<file path="src/rtl/arm_if_pkg.sv">
// Shared types and defaults for the ARM instruction-fetch prefetch stage.
package arm_if_pkg;

    typedef enum logic [1:0] {
        IDLE    = 2'd0,
        WAIT    = 2'd1,
        DISCARD = 2'd2
    } fetch_state_e;

    localparam logic [31:0] DEFAULT_RESET_PC = 32'h0000_0000;
    localparam logic [31:0] DEFAULT_PC_STEP  = 32'h0000_0004;

    // Queue entry layout for the default 32-bit address/instruction build.
    typedef struct packed {
        logic [31:0] pc;
        logic [31:0] instr;
    } q_entry_t;

endpackage

</file>
<file path="src/rtl/if_instr_fifo.sv">
// Prefetch queue: circular buffer with a registered head entry; clear beats push.
module if_instr_fifo #(
    parameter int DEPTH = 4,
    parameter int WIDTH = 64
) (
    input  logic                   clk,
    input  logic                   rst,
    input  logic                   push,
    input  logic                   pop,
    input  logic                   clear,
    input  logic [WIDTH-1:0]       push_data,
    output logic [$clog2(DEPTH):0] count,
    output logic                   head_valid,
    output logic [WIDTH-1:0]       head_data
);
    localparam int AW = $clog2(DEPTH);
    localparam logic [AW:0]   CNT_ZERO = '0;
    localparam logic [AW:0]   CNT_ONE  = (AW+1)'(1);
    localparam logic [AW:0]   CNT_FULL = (AW+1)'(DEPTH);
    localparam logic [AW-1:0] PTR_ONE  = AW'(1);

    logic [WIDTH-1:0] mem [DEPTH];
    logic [AW-1:0]    rd_ptr;
    logic [AW-1:0]    wr_ptr;
    logic [AW-1:0]    rd_next;
    logic [AW:0]      cnt_stay;
    logic [AW:0]      cnt_next;
    logic [WIDTH-1:0] head_next;
    logic             do_pop;
    logic             do_push;

    assign do_pop  = pop && (count != CNT_ZERO);
    assign do_push = push && ((count != CNT_FULL) || do_pop);

    // Next pointer/count and the entry that becomes head after this edge.
    always_comb begin
        rd_next   = rd_ptr;
        cnt_stay  = count;
        cnt_next  = count;
        head_next = head_data;
        if (do_pop) begin
            rd_next  = rd_ptr + PTR_ONE;
            cnt_stay = count - CNT_ONE;
        end else begin
            rd_next  = rd_ptr;
            cnt_stay = count;
        end
        if (do_push) begin
            cnt_next = cnt_stay + CNT_ONE;
        end else begin
            cnt_next = cnt_stay;
        end
        // An entry pushed into an otherwise-empty queue bypasses the array.
        if (cnt_stay == CNT_ZERO) begin
            head_next = push_data;
        end else begin
            head_next = mem[rd_next];
        end
    end

    // Storage array write port.
    always_ff @(posedge clk) begin
        if (do_push && !clear) begin
            mem[wr_ptr] <= push_data;
        end
    end

    // Pointers, occupancy and registered head; head data holds when empty.
    always_ff @(posedge clk or posedge rst) begin
        if (rst) begin
            rd_ptr     <= '0;
            wr_ptr     <= '0;
            count      <= '0;
            head_valid <= 1'b0;
            head_data  <= '0;
        end else if (clear) begin
            rd_ptr     <= '0;
            wr_ptr     <= '0;
            count      <= '0;
            head_valid <= 1'b0;
        end else begin
            rd_ptr     <= rd_next;
            count      <= cnt_next;
            head_valid <= (cnt_next != CNT_ZERO);
            if (do_push) begin
                wr_ptr <= wr_ptr + PTR_ONE;
            end
            if (cnt_next != CNT_ZERO) begin
                head_data <= head_next;
            end
        end
    end

endmodule

</file>
<file path="src/rtl/if_prefetch_stage.sv">
// Instruction-fetch stage: PC generator, single-outstanding imem handshake, prefetch queue.
// Optional performance counters are built when IF_PERF_COUNT_EN is defined.
module if_prefetch_stage
    import arm_if_pkg::*;
#(
    parameter int                ADDR_W   = 32,
    parameter int                INSTR_W  = 32,
    parameter int                DEPTH    = 4,
    parameter logic [ADDR_W-1:0] PC_STEP  = ADDR_W'(DEFAULT_PC_STEP),
    parameter logic [ADDR_W-1:0] RESET_PC = ADDR_W'(DEFAULT_RESET_PC)
) (
    input  logic               clk,
    input  logic               rst,
    input  logic               branch_taken,
    input  logic [ADDR_W-1:0]  branch_addr,
    output logic               imem_req,
    output logic [ADDR_W-1:0]  imem_addr,
    input  logic               imem_ack,
    input  logic [INSTR_W-1:0] imem_rdata,
    output logic               out_valid,
    input  logic               out_ready,
    output logic [ADDR_W-1:0]  out_pc,
    output logic [INSTR_W-1:0] out_instr,
    output logic [31:0]        perf_fetch_cnt,
    output logic [31:0]        perf_flush_cnt
);
    localparam int CW = $clog2(DEPTH) + 1;
    localparam logic [CW-1:0] CNT_ONE  = CW'(1);
    localparam logic [CW-1:0] CNT_FULL = CW'(DEPTH);

    fetch_state_e      state_r;
    logic [ADDR_W-1:0] fetch_pc_r;
    logic [ADDR_W-1:0] pc_inc;
    logic [CW-1:0]     q_count;
    logic [CW-1:0]     cnt_after;
    logic              push;
    logic              pop;
    logic              space;

    assign pc_inc = fetch_pc_r + PC_STEP;
    assign push   = (state_r == WAIT) && imem_ack && !branch_taken;
    assign pop    = out_valid && out_ready && !branch_taken;

    // Queue occupancy after this edge decides whether a new request may issue.
    always_comb begin
        cnt_after = q_count;
        if (push && !pop) begin
            cnt_after = q_count + CNT_ONE;
        end else if (pop && !push) begin
            cnt_after = q_count - CNT_ONE;
        end else begin
            cnt_after = q_count;
        end
    end

    assign space = (cnt_after < CNT_FULL);

    if_instr_fifo #(
        .DEPTH(DEPTH),
        .WIDTH(ADDR_W + INSTR_W)
    ) u_fifo (
        .clk       (clk),
        .rst       (rst),
        .push      (push),
        .pop       (pop),
        .clear     (branch_taken),
        .push_data ({pc_inc, imem_rdata}),
        .count     (q_count),
        .head_valid(out_valid),
        .head_data ({out_pc, out_instr})
    );

    // Fetch FSM; imem_req/imem_addr only move in IDLE or on an ack edge.
    always_ff @(posedge clk or posedge rst) begin
        if (rst) begin
            state_r    <= IDLE;
            fetch_pc_r <= RESET_PC;
            imem_req   <= 1'b0;
            imem_addr  <= RESET_PC;
        end else begin
            case (state_r)
                IDLE: begin
                    if (branch_taken) begin
                        fetch_pc_r <= branch_addr;
                        imem_addr  <= branch_addr;
                        imem_req   <= 1'b1;
                        state_r    <= WAIT;
                    end else if (space) begin
                        imem_addr <= fetch_pc_r;
                        imem_req  <= 1'b1;
                        state_r   <= WAIT;
                    end else begin
                        imem_req <= 1'b0;
                    end
                end
                WAIT: begin
                    if (branch_taken && imem_ack) begin
                        fetch_pc_r <= branch_addr;
                        imem_addr  <= branch_addr;
                        imem_req   <= 1'b0;
                        state_r    <= IDLE;
                    end else if (branch_taken) begin
                        fetch_pc_r <= branch_addr;
                        state_r    <= DISCARD;
                    end else if (imem_ack) begin
                        fetch_pc_r <= pc_inc;
                        imem_addr  <= pc_inc;
                        imem_req   <= space;
                        state_r    <= space ? WAIT : IDLE;
                    end
                end
                DISCARD: begin
                    // The stale response is dropped; the redirect target goes out next.
                    if (imem_ack) begin
                        if (branch_taken) begin
                            fetch_pc_r <= branch_addr;
                            imem_addr  <= branch_addr;
                        end else begin
                            imem_addr <= fetch_pc_r;
                        end
                        imem_req <= 1'b0;
                        state_r  <= IDLE;
                    end else if (branch_taken) begin
                        fetch_pc_r <= branch_addr;
                    end
                end
                default: begin
                    imem_req <= 1'b0;
                    state_r  <= IDLE;
                end
            endcase
        end
    end

`ifdef IF_PERF_COUNT_EN
    // Free-running event counters, wrapping at 2^32.
    always_ff @(posedge clk or posedge rst) begin
        if (rst) begin
            perf_fetch_cnt <= 32'd0;
            perf_flush_cnt <= 32'd0;
        end else begin
            if (push) begin
                perf_fetch_cnt <= perf_fetch_cnt + 32'd1;
            end
            if (branch_taken) begin
                perf_flush_cnt <= perf_flush_cnt + 32'd1;
            end
        end
    end
`else
    assign perf_fetch_cnt = 32'd0;
    assign perf_flush_cnt = 32'd0;
`endif

endmodule

</file>
<file path="config.mk">
export PLATFORM = sky130hd
export DESIGN_NAME = if_prefetch_stage
export DESIGN_NICKNAME = d
export VERILOG_FILES = /design/src/rtl/arm_if_pkg.sv /design/src/rtl/if_instr_fifo.sv /design/src/rtl/if_prefetch_stage.sv
export SDC_FILE = /design/constraint.sdc
export NUM_CORES = 1
export LEC_CHECK = 0
export ABC_CLOCK_PERIOD_IN_PS = 6850
export CELL_PAD_IN_SITES_DETAIL_PLACEMENT = 2
export CELL_PAD_IN_SITES_GLOBAL_PLACEMENT = 2
export CORE_ASPECT_RATIO = 0.5
export CORE_UTILIZATION = 40
export DETAILED_ROUTE_END_ITERATION = 6
export GPL_TIMING_DRIVEN = 0
export PLACE_DENSITY = 0.89
export SYNTH_ARGS = -nofsm -noshare
export SYNTH_HDL_FRONTEND = slang
export SYNTH_HIERARCHICAL = 1
export SYNTH_SLANG_ARGS = --single-unit
</file>
<file path="constraint.sdc">
create_clock -name clk -period 6.85 [get_ports clk]
set_input_delay 1.0275 -clock clk [delete_from_list [all_inputs] [get_ports clk]]
set_output_delay 1.0275 -clock clk [all_outputs]
set_load 0.005 [all_outputs]
</file>
Word-level counts from Yosys, hierarchy flattened. Memory sizes are Yosys's and may differ from the RTL's. Cells that the tools add are included.

Register bits after elaboration: 139. Bits in latches: 0. Memory bits (writable): 256. Bits in read-only memories: 0. Output and inout port bits: 162. Logic and storage cells: 92. Memories: 1.

Add/subtract/negate cells: 6. $mul: 0. Div/mod/pow operators: 0. $lt $le $gt $ge: 1. Equality and inequality tests: 8. Shift operators: 0. Multiplexer cells: 39. Bitwise gates (word level): 1. Reduce and logical (&&, ||, !) cells: 27.

Memory list: u_fifo.mem (depth 4, bits a word 64, rd ports 1, clocked after Yosys merged registers in 0, wr ports 1, line if_instr_fifo.sv:22) `logic [WIDTH-1:0] mem [DEPTH];`.

Operators by type and width (count): 32-bit 2-to-1 mux (9); 32-bit one-hot mux with 3 select lines (1); 64-bit 2-to-1 mux (1); 32-bit one-hot mux with 2 select lines (1); 32-bit by 3-bit adder with 32-bit output, second input constant (1); 2-bit 2-to-1 mux (10); 3-bit 2-to-1 mux (5); 1-bit logical AND (10); 1-bit 2-to-1 mux (10); 3-bit nonzero test (3); 3-bit by 1-bit adder with 3-bit output, second input constant (2); 3-bit by 2-bit != test with 1-bit output, second input constant (2); 3-bit != test, second input constant (2); 2-bit one-hot mux with 3 select lines (1); 3-bit AND reduction (2); 5-bit AND reduction (1); 2-bit by 1-bit adder with 2-bit output, second input constant (2); 4-bit by 3-bit != test with 1-bit output, second input constant (1); 2-bit AND reduction (2); 2-bit nonzero test (2); 1-bit logical NOT (3); 3-bit logical NOT (1); 3-bit < comparator, second input constant (1); 1-bit one-hot mux with 3 select lines (1); other kinds (8) (8).

Depth between registers and ports, before layout.
Word-level depth: 13. Gate-level depth with buffers: 20. Mapped depth without buffers: 14.

By module. Netlist, hierarchy kept.

By module, submodules not included: if_instr_fifo (instances 1, cells an instance 1354, area an instance 16036.6 um^2, sequential area each 9489.1 um^2); if_prefetch_stage (instances 1, cells an instance 677, area an instance 5342.6 um^2, sequential area each 1676.6 um^2).

Worst setup path before layout. Ideal clock, no wire load.

Path kind: in2reg. From: input branch_taken. To: register u_fifo.head_data[19]. Arrival time: 4489 ps. Data required time: 6722 ps. Path slack: 2234 ps. Stages: 20. Buffers on the path: 8. Cells stage by stage: clkbuf_1 > clkbuf_1 > buf_1 > nor2_1 > buf_2 > nand2_1 > buf_2 > clkbuf_1 > nand2_1 > o21ai_0 > inv_1 > ha_1 > nor2b_1 > o2bb2ai_1 > a32o_1 > a31o_1 > a21oi_2 > buf_6 > buf_6 > mux2_1.

Word-level cells in the longest chain between the ends: 8. Elaborated cells between the ends (all ways): 16. Those cells by class: add/sub (1); mux (4); bitwise (1); reduce/logical (9); memory (1).

RTL lines: start, declared (line if_prefetch_stage.sv:14) `input logic branch_taken,`; 1-bit logical NOT (*) (line if_prefetch_stage.sv:42) `assign pop = out_valid && out_ready && !branch_taken;`; 1-bit logical AND (*) (line if_prefetch_stage.sv:42); via pop (line if_prefetch_stage.sv:37) `logic pop;`; 1-bit logical AND (*) (line if_instr_fifo.sv:32) `assign do_pop = pop && (count != CNT_ZERO);`; 3-bit 2-to-1 mux or 1-bit logical OR (tied branches) (line if_instr_fifo.sv:41, if_instr_fifo.sv:33); 3-bit by 1-bit adder with 3-bit output or 1-bit logical AND (tied branches) (line if_instr_fifo.sv:49, if_instr_fifo.sv:33); 3-bit 2-to-1 mux (line if_instr_fifo.sv:48) `if (do_push) begin`; 3-bit nonzero test (line if_instr_fifo.sv:88) `if (cnt_next != CNT_ZERO) begin`; 2-bit AND reduction (no source line); end signal, assigned (line if_instr_fifo.sv:89) `head_data <= head_next;`; end, declared (line if_instr_fifo.sv:14) `output logic [WIDTH-1:0] head_data`.

The timed path passes the listed nets; every way through them passes the cells marked *. A chain may end at the register's enable or synchronous reset.

Worst setup path after layout.
From: input branch_taken. To: register u_fifo.head_data[63].

Same word-level chain as after synthesis.

==> run metrics <==
clock-pin slew on the worst setup and hold paths=0.07 ns; row cnt=59; Async SR Flop Fraction=35.2%; final hold slack=0.490 ns; Starting Density=40.8%; YS warnings=6; Non-Filler Instances=3,040; crit path time final=6.61 ns; most common cell after layout, fill and taps aside=edfxtp_1; worst setup path start=branch_taken; antenna diode count=0; PD cells=309 nW/um2; CP max FO=19; Min-Delay Path Class=flip-flop to flip-flop; # setup viols final=0; synthesis-to-finish area growth=20.1%; status=complete, but fails checks; clk buf depth=3; DRC violations left=4; average routed wire per standard cell=35.3 um; placed cells=2,967; Lkg Pwr=9.85 nW; drt pass-1 iters=7; number of synthesized flops with an enable pin=256; initial antenna violation count=2; Max Fclk=151 MHz; Crit Path Class=input pin to flip-flop; Post-DP HPWL=62.2 mm; r2r worst-path depth=15; Vias per Instance=6.88; Tcrit/Tclk final=96.6%; Die Y=165 um; final core occ=49.1%; arrival time of the worst setup path=7.06 ns; Crit path required time=7.30 ns; flop2flop setup slack=1.89 ns; H-tree levels=2; CTS Root Cell=clkbuf_16; DR vias=20,919; post-synthesis sequential area ratio=52.2%; placer congestion estimate=0.876; Core ar.=52,300 um2; predominant post-synthesis flop cell=edfxtp_1; violated checks=DRC; die width=329 um; final setup TNS=0 ns; Syn Inst Count=2,031; max_slew headroom=9.20%; Post-CTS Setup Bufs=0; Pwr Total=7.93 mW; DP Worst Slack=-0.361 ns; final worst slack=0.235 ns; vias in the first global route=22,593; Clock Latency Late Sink=0.58 ns; Final #Nets=2,385; die area=54,400 um2; RSZ-0062 raised after global routing=no; largest net degree at the start of global routing=53; I/O pins=231; number of synthesized register bits=395; DRT antenna net count=0; drt total wl=107 mm; top post-synthesis cells by area=edfxtp_1 (36%), dfrtp_1 (16%), nor3_1 (4.9%); Slew @ Worst Pin=1.36 ns; TritonCTS clock tree=built; top-area cell type share of the netlist area=36.0%; CTS Sinks=395; I/O Buffers=166; Setup crit end kind=flip-flop; Clock Skew=0.0280 ns; commonest cells after routing, fill and taps aside=edfxtp_1 (256), nor3_1 (211), nand2_1 (197); Resize count post-CTS=1; critical path endpoint=u_fifo/head_data[63]; GR Util All Layers=39.0%; RR Startpoint=u_fifo/count[0]; VDD IR max=157 uV; max-cap violations=0; TritonCTS Buffers=40; area post-placement=24,300 um2; CP Launch Type=input pin; Mean Syn Cell Area=10.5 um2; fillers=5,217; Synth cell types=81; hold_buf cts=0; Reg2Reg Capture Point=u_fifo/head_data[46]; global route total overflow=0; Fin. Hold Viols=0; area leader, netlist=edfxtp_1; Slew Viols, Final=0; share of layout cells above drive strength 1=11.4%; Hold Crit Start=imem_addr[18]; first-pass GRT wire length=156 mm; synthesized area=21,400 um2; post-route design area=25,700 um2; DRT iter0 DRCs=2,443
## area by class of cell
class,instances,area (um2),area share (%)
sequential,395,11200,43.5
multi-input combinational,1422,9060,35.3
inverter,24,95.1,0.370
timing repair buffer,172,1820,7.08
clock inverter,18,198,0.770
buffer,252,1310,5.10
tap,701,877,3.41
clock buffer,56,1160,4.53
## critical path, cell delays in order
cell	delay, ns
clkdlybuf4s50_1	0.58
clkbuf_1	0.45
clkbuf_1	0.62
buf_2	0.46
nor2_1	0.09
buf_2	0.22
nand2_1	0.20
buf_2	0.64
nand2_1	0.14
o21ai_0	0.24
inv_1	0.15
ha_1	0.36
nor2b_1	0.09
o2bb2ai_1	0.14
a32o_1	0.25
a31o_1	0.20
a21oi_2	0.29
buf_6	0.27
buf_6	0.24
mux2_1	0.37
## worst min-delay path by stage
stage	endpoint	slack [ns]	cells after the start
floorplan	imem_addr[7]	0.47	2
global placement	imem_addr[18]	0.46	2
detailed placement	imem_addr[18]	0.46	2
CTS	imem_addr[7]	0.49	2
global route	imem_addr[7]	0.52	2
finish	imem_addr[18]	0.49	2
## state kept, by name (all words and copies together), names as in the netlist
name               flops
state_r                2
u_fifo/count           3
u_fifo/head_valid      1
fetch_pc_r            32
u_fifo/mem           256
u_fifo/head_data      64
u_fifo/rd_ptr          2
u_fifo/wr_ptr          2
imem_req               1
imem_addr             32
## cell usage after synthesis, types with 5 or more instances
master    number
a32o_1        67
nand4_1       13
nor4_1        10
xor2_1         9
a22oi_1       68
buf_2         38
a211oi_1      11
buf_4         70
and4_1         6
xnor2_1       19
nand3_1       85
o31ai_1        6
dfrtp_1      139
mux2_2        20
or3_1          7
nand2b_1      11
nor2_1       118
buf_1         16
a32oi_1        5
clkbuf_1     121
ha_1           9
mux2_1         8
and2_1        10
nor3_1       211
or2_2          5
o211ai_1       9
inv_1         23
a31oi_1       14
edfxtp_1     256
o21ai_0       52
and3_1        10
a221oi_1       7
nand2_1      197
o21a_1         7
mux2_4        40
nor2b_1        8
buf_6          7
mux2i_1       73
a22o_1        64
a21oi_1      109
## per-layer routing
layer	global-route usage, %	share of wire (%)	vias to the layer above
met2	65.1	48	1636
li1	-	-	8070
met3	7.53	8.9	514
met5	0	0.020	-
met1	46.6	37	10695
met4	25.0	6.6	4
## logic make-up (layout without fill, tap and decap cells)
group	Yosys count	in the layout	synth area share [%]
and+or+nand+nor	712	712	15.8
AOI/OAI and AO/OA	468	468	16.0
DFF	395	395	52.2
buffers and inverters	277	522	6.57
muxes	141	141	7.70
xor gates and xnor gates	28	28	1.15
adders and majority gates	9	9	0.527
other	1	64	0.0175
## power by group
group | internal [mW] | switching [mW] | total (mW)
logic | 1.05 | 1.21 | 2.25
registers | 2.92 | 0.300 | 3.22
clock network | 1.35 | 1.11 | 2.46
total | 5.32 | 2.61 | 7.93
Note: power is estimated with default switching activity, not from simulation.
